File: src/rtl/fpu_pipe_if.sv
`default_nettype none
// ----------------------------------------------------------------------------
// fpu_pipe_if : operand-issue / result handshake bundle for fpu_pipe
// Rev 1.0
// ----------------------------------------------------------------------------
interface fpu_pipe_if #(
  parameter int EXP_W = 8,
  parameter int MAN_W = 23
);
  localparam int W = 1 + EXP_W + MAN_W;

  logic         in_valid;
  logic         in_ready;
  logic [W-1:0] a;
  logic [W-1:0] b;
  logic [1:0]   FPUControl;
  logic         out_valid;
  logic         out_ready;
  logic [W-1:0] Result;
  logic [2:0]   flags;

  // slave: the pipe itself; master: the issuing/consuming side
  modport slave (
    input  in_valid, a, b, FPUControl, out_ready,
    output in_ready, out_valid, Result, flags
  );
  modport master (
    output in_valid, a, b, FPUControl, out_ready,
    input  in_ready, out_valid, Result, flags
  );
endinterface
`default_nettype wire

File: src/rtl/fpu_pipe.sv
`default_nettype none
// ----------------------------------------------------------------------------
// fpu_pipe : 3-stage pipelined FP add/sub/mul, valid/ready, FTZ, truncating
// Rev 1.0
// ----------------------------------------------------------------------------
module fpu_pipe #(
  parameter int EXP_W = 8,
  parameter int MAN_W = 23
) (
  input  wire logic   clk,
  input  wire logic   reset,
  fpu_pipe_if.slave   bus
);
  localparam int W   = 1 + EXP_W + MAN_W;
  localparam int XW  = EXP_W + 2;
  localparam int GW  = MAN_W + 4;
  localparam int SW  = MAN_W + 5;
  localparam int PW  = 2 * MAN_W + 2;
  localparam int LZW = $clog2(SW);

  localparam logic [EXP_W-1:0]     C_EMAX   = '1;
  localparam logic signed [XW-1:0] C_BIAS   = XW'((1 << (EXP_W - 1)) - 1);
  localparam logic signed [XW-1:0] C_EMAX_X = XW'((1 << EXP_W) - 1);
  localparam logic signed [XW-1:0] C_XZERO  = '0;
  localparam logic [W-1:0]         C_QNAN   = {1'b0, C_EMAX, 1'b1, {(MAN_W-1){1'b0}}};

  logic w_stall, w_en;
  assign w_stall      = bus.out_valid & ~bus.out_ready;
  assign w_en         = ~w_stall;
  assign bus.in_ready = w_en;

  // ---------------- stage 1: unpack, classify, resolve specials ----------------
  logic               w_sa, w_sb, w_za, w_zb, w_ia, w_ib, w_na, w_nb, w_mul, w_rsv;
  logic [EXP_W-1:0]   w_ea, w_eb;
  logic [MAN_W-1:0]   w_fa, w_fb;
  logic signed [XW-1:0] w_mexp;
  logic               w_spec;
  logic [W-1:0]       w_sres;
  logic [2:0]         w_sflg;

  assign w_sa   = bus.a[W-1];
  assign w_ea   = bus.a[W-2 -: EXP_W];
  assign w_fa   = bus.a[MAN_W-1:0];
  assign w_sb   = bus.b[W-1] ^ (bus.FPUControl == 2'b01);
  assign w_eb   = bus.b[W-2 -: EXP_W];
  assign w_fb   = bus.b[MAN_W-1:0];
  assign w_za   = (w_ea == '0);
  assign w_zb   = (w_eb == '0);
  assign w_ia   = (w_ea == C_EMAX) && (w_fa == '0);
  assign w_ib   = (w_eb == C_EMAX) && (w_fb == '0);
  assign w_na   = (w_ea == C_EMAX) && (w_fa != '0);
  assign w_nb   = (w_eb == C_EMAX) && (w_fb != '0);
  assign w_mul  = (bus.FPUControl == 2'b10);
  assign w_rsv  = (bus.FPUControl == 2'b11);
  assign w_mexp = $signed({2'b00, w_ea}) + $signed({2'b00, w_eb}) - C_BIAS;

  // Zero operands (including flushed subnormals) are resolved here exactly
  always_comb begin
    w_spec = 1'b1;
    w_sres = C_QNAN;
    w_sflg = 3'b000;
    if (w_rsv) begin
      w_sflg = 3'b100;
    end else if (w_na || w_nb) begin
      w_sflg = 3'b000;
    end else if (w_mul) begin
      if ((w_ia && w_zb) || (w_za && w_ib)) w_sflg = 3'b100;
      else if (w_ia || w_ib)                 w_sres = {w_sa ^ w_sb, C_EMAX, {MAN_W{1'b0}}};
      else if (w_za || w_zb)                 w_sres = {w_sa ^ w_sb, {(W-1){1'b0}}};
      else                                   w_spec = 1'b0;
    end else begin
      if (w_ia && w_ib && (w_sa != w_sb)) w_sflg = 3'b100;
      else if (w_ia)                      w_sres = {w_sa, C_EMAX, {MAN_W{1'b0}}};
      else if (w_ib)                      w_sres = {w_sb, C_EMAX, {MAN_W{1'b0}}};
      else if (w_za && w_zb)              w_sres = {w_sa & w_sb, {(W-1){1'b0}}};
      else if (w_za)                      w_sres = {w_sb, w_eb, w_fb};
      else if (w_zb)                      w_sres = {w_sa, w_ea, w_fa};
      else                                w_spec = 1'b0;
    end
  end

  logic                 r1_v, r1_mul, r1_spec, r1_sa, r1_sb;
  logic [W-1:0]         r1_sres;
  logic [2:0]           r1_sflg;
  logic [EXP_W-1:0]     r1_ea, r1_eb;
  logic [MAN_W:0]       r1_ma, r1_mb;
  logic signed [XW-1:0] r1_mexp;

  // ---------------- stage 2: swap/align/add or multiply ----------------
  logic             w_a_big, w_s_big, w_s_sm, w_eff_sub;
  logic [EXP_W-1:0] w_e_big, w_e_sm, w_diff;
  logic [MAN_W:0]   w_m_big, w_m_sm;
  logic [GW-1:0]    w_sm_x, w_big_x, w_al;
  logic [SW-1:0]    w_sum;
  logic [PW-1:0]    w_prod;

  assign w_a_big   = {r1_ea, r1_ma} >= {r1_eb, r1_mb};
  assign w_s_big   = w_a_big ? r1_sa : r1_sb;
  assign w_s_sm    = w_a_big ? r1_sb : r1_sa;
  assign w_e_big   = w_a_big ? r1_ea : r1_eb;
  assign w_e_sm    = w_a_big ? r1_eb : r1_ea;
  assign w_m_big   = w_a_big ? r1_ma : r1_mb;
  assign w_m_sm    = w_a_big ? r1_mb : r1_ma;
  assign w_diff    = w_e_big - w_e_sm;
  assign w_sm_x    = {w_m_sm, 3'b000};
  assign w_big_x   = {w_m_big, 3'b000};
  assign w_eff_sub = w_s_big ^ w_s_sm;

  // Bits shifted out of the smaller operand collapse into a sticky LSB
  always_comb begin
    if ({{(32-EXP_W){1'b0}}, w_diff} > 32'(MAN_W + 3))
      w_al = {{(GW-1){1'b0}}, 1'b1};
    else
      w_al = (w_sm_x >> w_diff) |
             {{(GW-1){1'b0}}, |(w_sm_x & ~({GW{1'b1}} << w_diff))};
  end

  assign w_sum  = w_eff_sub ? ({1'b0, w_big_x} - {1'b0, w_al})
                            : ({1'b0, w_big_x} + {1'b0, w_al});
  assign w_prod = PW'(r1_ma) * PW'(r1_mb);

  logic                 r2_v, r2_mul, r2_spec, r2_sign;
  logic [W-1:0]         r2_sres;
  logic [2:0]           r2_sflg;
  logic signed [XW-1:0] r2_exp;
  logic [SW-1:0]        r2_sum;
  logic [PW-1:0]        r2_prod;

  // ---------------- stage 3: normalise, range check, pack ----------------
  logic [LZW-1:0]       w_lz;
  logic [MAN_W-1:0]     w_mant;
  logic signed [XW-1:0] w_nexp;
  logic [W-1:0]         w_res;
  logic [2:0]           w_flg;

  always_comb begin
    w_lz = '0;
    for (int i = 0; i < SW; i++)
      if (r2_sum[i]) w_lz = LZW'(SW - 1 - i);
  end

  always_comb begin
    if (r2_mul) begin
      w_mant = r2_prod[PW-1] ? MAN_W'(r2_prod >> (MAN_W + 1)) : MAN_W'(r2_prod >> MAN_W);
      w_nexp = r2_exp + (r2_prod[PW-1] ? XW'(1) : XW'(0));
    end else begin
      w_mant = MAN_W'((r2_sum << w_lz) >> 4);
      w_nexp = r2_exp + XW'(1) - XW'(w_lz);
    end
  end

  always_comb begin
    w_res = {r2_sign, w_nexp[EXP_W-1:0], w_mant};
    w_flg = 3'b000;
    if (r2_spec) begin
      w_res = r2_sres;
      w_flg = r2_sflg;
    end else if (!r2_mul && (r2_sum == '0)) begin
      w_res = '0;
    end else if (w_nexp >= C_EMAX_X) begin
      w_res = {r2_sign, C_EMAX, {MAN_W{1'b0}}};
      w_flg = 3'b010;
    end else if (w_nexp <= C_XZERO) begin
      w_res = {r2_sign, {(W-1){1'b0}}};
      w_flg = 3'b001;
    end
  end

  logic         r3_v;
  logic [W-1:0] r3_res;
  logic [2:0]   r3_flg;

  assign bus.out_valid = r3_v;
  assign bus.Result    = r3_res;
  assign bus.flags     = r3_flg;

  // Data registers load only behind a valid token so Result idles on the last value
  always_ff @(posedge clk or negedge reset) begin
    if (!reset) begin
      r1_v <= 1'b0; r1_mul <= 1'b0; r1_spec <= 1'b0; r1_sa <= 1'b0; r1_sb <= 1'b0;
      r1_sres <= '0; r1_sflg <= '0; r1_ea <= '0; r1_eb <= '0;
      r1_ma <= '0; r1_mb <= '0; r1_mexp <= '0;
      r2_v <= 1'b0; r2_mul <= 1'b0; r2_spec <= 1'b0; r2_sign <= 1'b0;
      r2_sres <= '0; r2_sflg <= '0; r2_exp <= '0; r2_sum <= '0; r2_prod <= '0;
      r3_v <= 1'b0; r3_res <= '0; r3_flg <= '0;
    end else if (w_en) begin
      r1_v <= bus.in_valid;
      r2_v <= r1_v;
      r3_v <= r2_v;
      if (bus.in_valid) begin
        r1_mul  <= w_mul;
        r1_spec <= w_spec;
        r1_sres <= w_sres;
        r1_sflg <= w_sflg;
        r1_sa   <= w_sa;
        r1_sb   <= w_sb;
        r1_ea   <= w_ea;
        r1_eb   <= w_eb;
        r1_ma   <= {1'b1, w_fa};
        r1_mb   <= {1'b1, w_fb};
        r1_mexp <= w_mexp;
      end
      if (r1_v) begin
        r2_mul  <= r1_mul;
        r2_spec <= r1_spec;
        r2_sres <= r1_sres;
        r2_sflg <= r1_sflg;
        r2_sign <= r1_mul ? (r1_sa ^ r1_sb) : w_s_big;
        r2_exp  <= r1_mul ? r1_mexp : $signed({2'b00, w_e_big});
        r2_sum  <= w_sum;
        r2_prod <= w_prod;
      end
      if (r2_v) begin
        r3_res <= w_res;
        r3_flg <= w_flg;
      end
    end
  end
endmodule
`default_nettype wire

File: src/flat_wrapper.sv
// flat-port wrapper written by rule: the top's interface ports become plain ports
module fpu_pipe_flat 
#(
  parameter int EXP_W = 8,
  parameter int MAN_W = 23
)
  (clk, reset, bus_in_valid, bus_a, bus_b, bus_FPUControl, bus_out_ready, bus_in_ready, bus_out_valid, bus_Result, bus_flags);
  fpu_pipe_if #(.EXP_W(EXP_W), .MAN_W(MAN_W)) bus_i ();
  input  wire logic clk;
  input  wire logic reset;
  input wire logic [$bits(bus_i.in_valid)-1:0] bus_in_valid;
  input wire logic [$bits(bus_i.a)-1:0] bus_a;
  input wire logic [$bits(bus_i.b)-1:0] bus_b;
  input wire logic [$bits(bus_i.FPUControl)-1:0] bus_FPUControl;
  input wire logic [$bits(bus_i.out_ready)-1:0] bus_out_ready;
  output wire logic [$bits(bus_i.in_ready)-1:0] bus_in_ready;
  output wire logic [$bits(bus_i.out_valid)-1:0] bus_out_valid;
  output wire logic [$bits(bus_i.Result)-1:0] bus_Result;
  output wire logic [$bits(bus_i.flags)-1:0] bus_flags;
  assign bus_i.in_valid = bus_in_valid;
  assign bus_i.a = bus_a;
  assign bus_i.b = bus_b;
  assign bus_i.FPUControl = bus_FPUControl;
  assign bus_i.out_ready = bus_out_ready;
  assign bus_in_ready = bus_i.in_ready;
  assign bus_out_valid = bus_i.out_valid;
  assign bus_Result = bus_i.Result;
  assign bus_flags = bus_i.flags;
  fpu_pipe #(.EXP_W(EXP_W), .MAN_W(MAN_W)) u_core (.clk(clk), .reset(reset), .bus(bus_i));
endmodule
File: config.mk
export PLATFORM = sky130hd
export DESIGN_NAME = fpu_pipe_flat
export DESIGN_NICKNAME = d
export VERILOG_FILES = /design/src/rtl/fpu_pipe_if.sv /design/src/rtl/fpu_pipe.sv /design/src/flat_wrapper.sv
export SDC_FILE = /design/constraint.sdc
export NUM_CORES = 2
export LEC_CHECK = 0
export ABC_AREA = 1
export CAP_MARGIN = 0
export CORE_AREA = 2 2 250 252
export CTS_CLUSTER_DIAMETER = 30
export DETAILED_ROUTE_END_ITERATION = 10
export DIE_AREA = 0 0 252 254
export GPL_TIMING_DRIVEN = 0
export PLACE_DENSITY_LB_ADDON = 0.25
export SLEW_MARGIN = 20
export SYNTH_ARGS = -nofsm -noshare
export SYNTH_HDL_FRONTEND = slang
export SYNTH_SLANG_ARGS = --single-unit
File: constraint.sdc
create_clock -name clk -period 13.2 [get_ports clk]
set_input_delay 1.32 -clock clk [delete_from_list [all_inputs] [get_ports clk]]
set_output_delay 1.32 -clock clk [all_outputs]
set_load 0.05 [all_outputs]
==> results.cfg <==
[sta]
slew_headroom = 0.1848
tightestPinTransition_ns = 1.223
min_period_ns = 10.05
fin_worst_skew_ns = 0.02297
rsz0062_at_grt = false
setup_viol = 0
fin_crit_sh = 0.7610
fin_setup_tns_ns = 0
max_freq_mhz = 99.55
finalHoldViolCount = 0
drv_slew = 0

[synth]
synth_simple_gate_area_frac = 0.2171
synth_cell_types = 58
synth-compound-area-share = 0.1161
synth.area.mux_share = 0.001049
syn_area_sq_um = 38170
synth_edf_count = 0
synthAdderAreaFrac = 0.3525
synth_xor_area_frac = 0.008228
netlist_instances = 5352
ys_seq_area_frac = 0.1619
synthArstFlopShare = 1.000
synth.avg_cell_area_sq_um = 7.132
synth_nets = 6207
synth_warnings = 0
synth_top_family_by_area = adder cells
ys.flop_type = dfrtp_1
ys_ff_latch = 247

[clock_tree]
clk_latency_ns = 0.59
ctsHoldBuffers = 0
clk_path_buf_depth = 3
cts_buffers = 51
cts.root.buffer_cell = clkbuf_16
cts_resized = 0
cts-htree-levels = 2
cts_setup_buffers = 0
clk_pin_slew_worst_paths_ns = 0.05
cts.sinks = 247
cts_tree = yes

[critical_path]
crit_path_max_fanout = 10
critical_path_arrival_ns = 10.46
worst_path_max_delay_cell = a21oi_1
reg2reg_from = u_core.r1_ma[12]
startpoint_type = register
crit_top_cell = fa_1
reg2reg_slack_ns = 3.15
cpPeakStageDelay_ns = 0.95
worst_r2r_endpoint = u_core.r2_prod[45]
rr_worst_depth = 32
crit_path_end_kind = register
cp.required_ns = 13.62
path_class = register to register

[drt]
first_iter_violations = 4871
drt_first_pass_iters = 6
routed_wl_mm = 149.0
viasPerCell = 6.020
wire_per_inst_microns = 23.48
vias = 38195
ant_nets = 0
drc = 0

[global_route]
antenna_found_initial = 2
grt_max_degree = 96
grt_overflow = 0
grt_pass1_vias = 37596
grt_pass1_wl_mm = 223.8
grt_usage = 0.4731

[layout]
finalNonFillerCells = 6345
n_antenna_cell = 0
areaGrowthSynthToFinish_pct = 10.18
nets = 6369
drive_gt1_frac = 0.02988
nFillCells = 5346

[min_path]
hold_path_class = register to register
hold_depth = 2
min-delay-start = u_core.r2_sres[22]
whs_endpoint = u_core.r2_sres[22]

[placement]
portBuffers = 106
placed_cells = 6251
hpwl_mm = 121.2
routabilityCongestion = 1.043

[floorplan]
die_w_microns = 252
boundaryPins = 107
initial_utilization = 0.6231
coreArea_sq_um = 61260
dieArea_sq_um = 64010
die_h_microns = 254
std_cell_rows = 91

[flow_run]
max_cap_violations = 0

[outcome]
status = complete, no violations
## cell usage in the layout, fill, tap and decap left out, types with 14 or more instances in the layout
| master | instances |
|---|---|
| nand2_1 | 1399 |
| inv_1 | 1157 |
| fa_1 | 484 |
| o21ai_0 | 362 |
| ha_1 | 301 |
| nor2_1 | 263 |
| clkbuf_1 | 251 |
| dfrtp_1 | 247 |
| nand3_1 | 233 |
| a21oi_1 | 232 |
| clkdlybuf4s50_1 | 105 |
| o22ai_1 | 59 |
| clkbuf_16 | 51 |
| nand4_1 | 38 |
| a31oi_1 | 31 |
| xor2_1 | 27 |
| nor3_1 | 25 |
| or2_2 | 24 |
| buf_1 | 23 |
| a22oi_1 | 20 |
| o21a_1 | 15 |
| nor4_1 | 14 |
| o211ai_1 | 14 |
## final cells by class
cell class | instances | area, sq um | share of cell area
buffer | 278 | 1074 | 0.02553
tap | 790 | 988.4 | 0.02350
inverter | 1169 | 4388 | 0.1043
multi-input combinational | 3658 | 26530 | 0.6308
clock inverter | 32 | 380.4 | 0.009044
sequential | 247 | 6181 | 0.1470
clock buffer | 62 | 1368 | 0.03252
timing repair buffer | 109 | 1149 | 0.02731
## state kept, by name, summed over array words and instances (netlist names)
| register | count |
|---|---|
| u_core.r2_sum | 28 |
| u_core.r1_v | 1 |
| u_core.r2_v | 1 |
| u_core.r1_sb | 1 |
| u_core.r2_exp | 10 |
| u_core.r2_sflg | 1 |
| u_core.r2_prod | 25 |
| u_core.r1_mul | 1 |
| u_core.r2_sign | 1 |
| u_core.r1_mexp | 10 |
| u_core.bus.Result | 32 |
| u_core.r2_mul | 1 |
| u_core.r1_eb | 8 |
| u_core.r2_spec | 1 |
| u_core.r1_spec | 1 |
| u_core.r1_sa | 1 |
| u_core.bus.out_valid | 1 |
| u_core.r1_sres | 32 |
| u_core.r2_sres | 32 |
| u_core.bus.flags | 3 |
| u_core.r1_ma | 23 |
| u_core.r1_sflg | 1 |
| u_core.r1_ea | 8 |
| u_core.r1_mb | 24 |
## synthesized netlist by cell type (11+ instances only)
library cell,number,share of area
o21ai_1,11,0.0014
nand4_1,38,0.0062
ha_1,301,0.099
nor2_1,263,0.026
buf_1,23,0.0023
clkbuf_1,245,0.024
inv_1,1157,0.11
o31ai_1,11,0.0022
nor4_1,14,0.0023
or2_2,24,0.0039
fa_1,484,0.25
o21ai_0,362,0.047
xor2_1,27,0.0062
o211ai_1,14,0.0028
a22oi_1,20,0.0039
nand2_1,1399,0.14
a21oi_1,232,0.030
a31oi_1,31,0.0051
nor3_1,25,0.0033
nand3_1,233,0.031
o22ai_1,59,0.0097
o21a_1,15,0.0030
dfrtp_1,247,0.16
## worst max path at each step
stage | startpoint | endpoint | slack [ns] | cells after the start
2_1_floorplan | u_core.r1_ma[12] | u_core.r2_prod[45] | 6.32 | 32
3_3_place_gp | reset | u_core.r1_ea[4] | 0.33 | 1
3_5_place_dp | u_core.r1_ma[12] | u_core.r2_prod[45] | 3.46 | 32
4_1_cts | u_core.r1_ma[12] | u_core.r2_prod[45] | 3.45 | 32
5_1_grt | u_core.r1_ma[12] | u_core.r2_prod[45] | 3.00 | 32
6_report | u_core.r1_ma[12] | u_core.r2_prod[45] | 3.15 | 32
## critical path, delay by kind of cell, from the launching register on
| kind | cells | cell delay, ns |
|---|---|---|
| compound gates | 6 | 2.29 |
| fa+ha+maj | 8 | 3.88 |
| buf+inv | 7 | 1.67 |
| simple gates | 11 | 1.67 |
| flops | 1 | 0.38 |
## metrics by stage
stage / setup WS [ns] / area, sq um / util / hold slack, ns
final: 3.154 / 42060 / 0.6865 / 0.4719
after global routing: 2.999 / 42060 / 0.6865 / 0.4853
after CTS: 3.447 / 42060 / 0.6865 / 0.4740
after detailed placement: 3.459 / 40310 / 0.6580 / 0.4495
after global placement: 0.3331 / 40220 / 0.6566 / 0.4426
after floorplan: 6.318 / 38170 / - / 0.4317
## per-layer routing
layer	global-route usage	wire length, microns	vias up	part of all wire
met3	0.1763	23250	571	0.16
li1	-	-	16705	-
met5	0	23	-	0.00015
met2	0.6712	60580	2807	0.41
met4	0.2533	9709	4	0.065
met1	0.6286	55420	18108	0.37
## logic make-up after synthesis
| logic type | after synthesis |
|---|---|
| compound gates | 802 |
| fa+ha+maj | 785 |
| mux | 4 |
| flops | 247 |
| buf+inv | 1447 |
| simple gates | 2032 |
| xor+xnor | 35 |
Power is left out: the tool's default activity adds up to more than one toggle a clock period on the data nets, which glitch-free logic cannot reach.
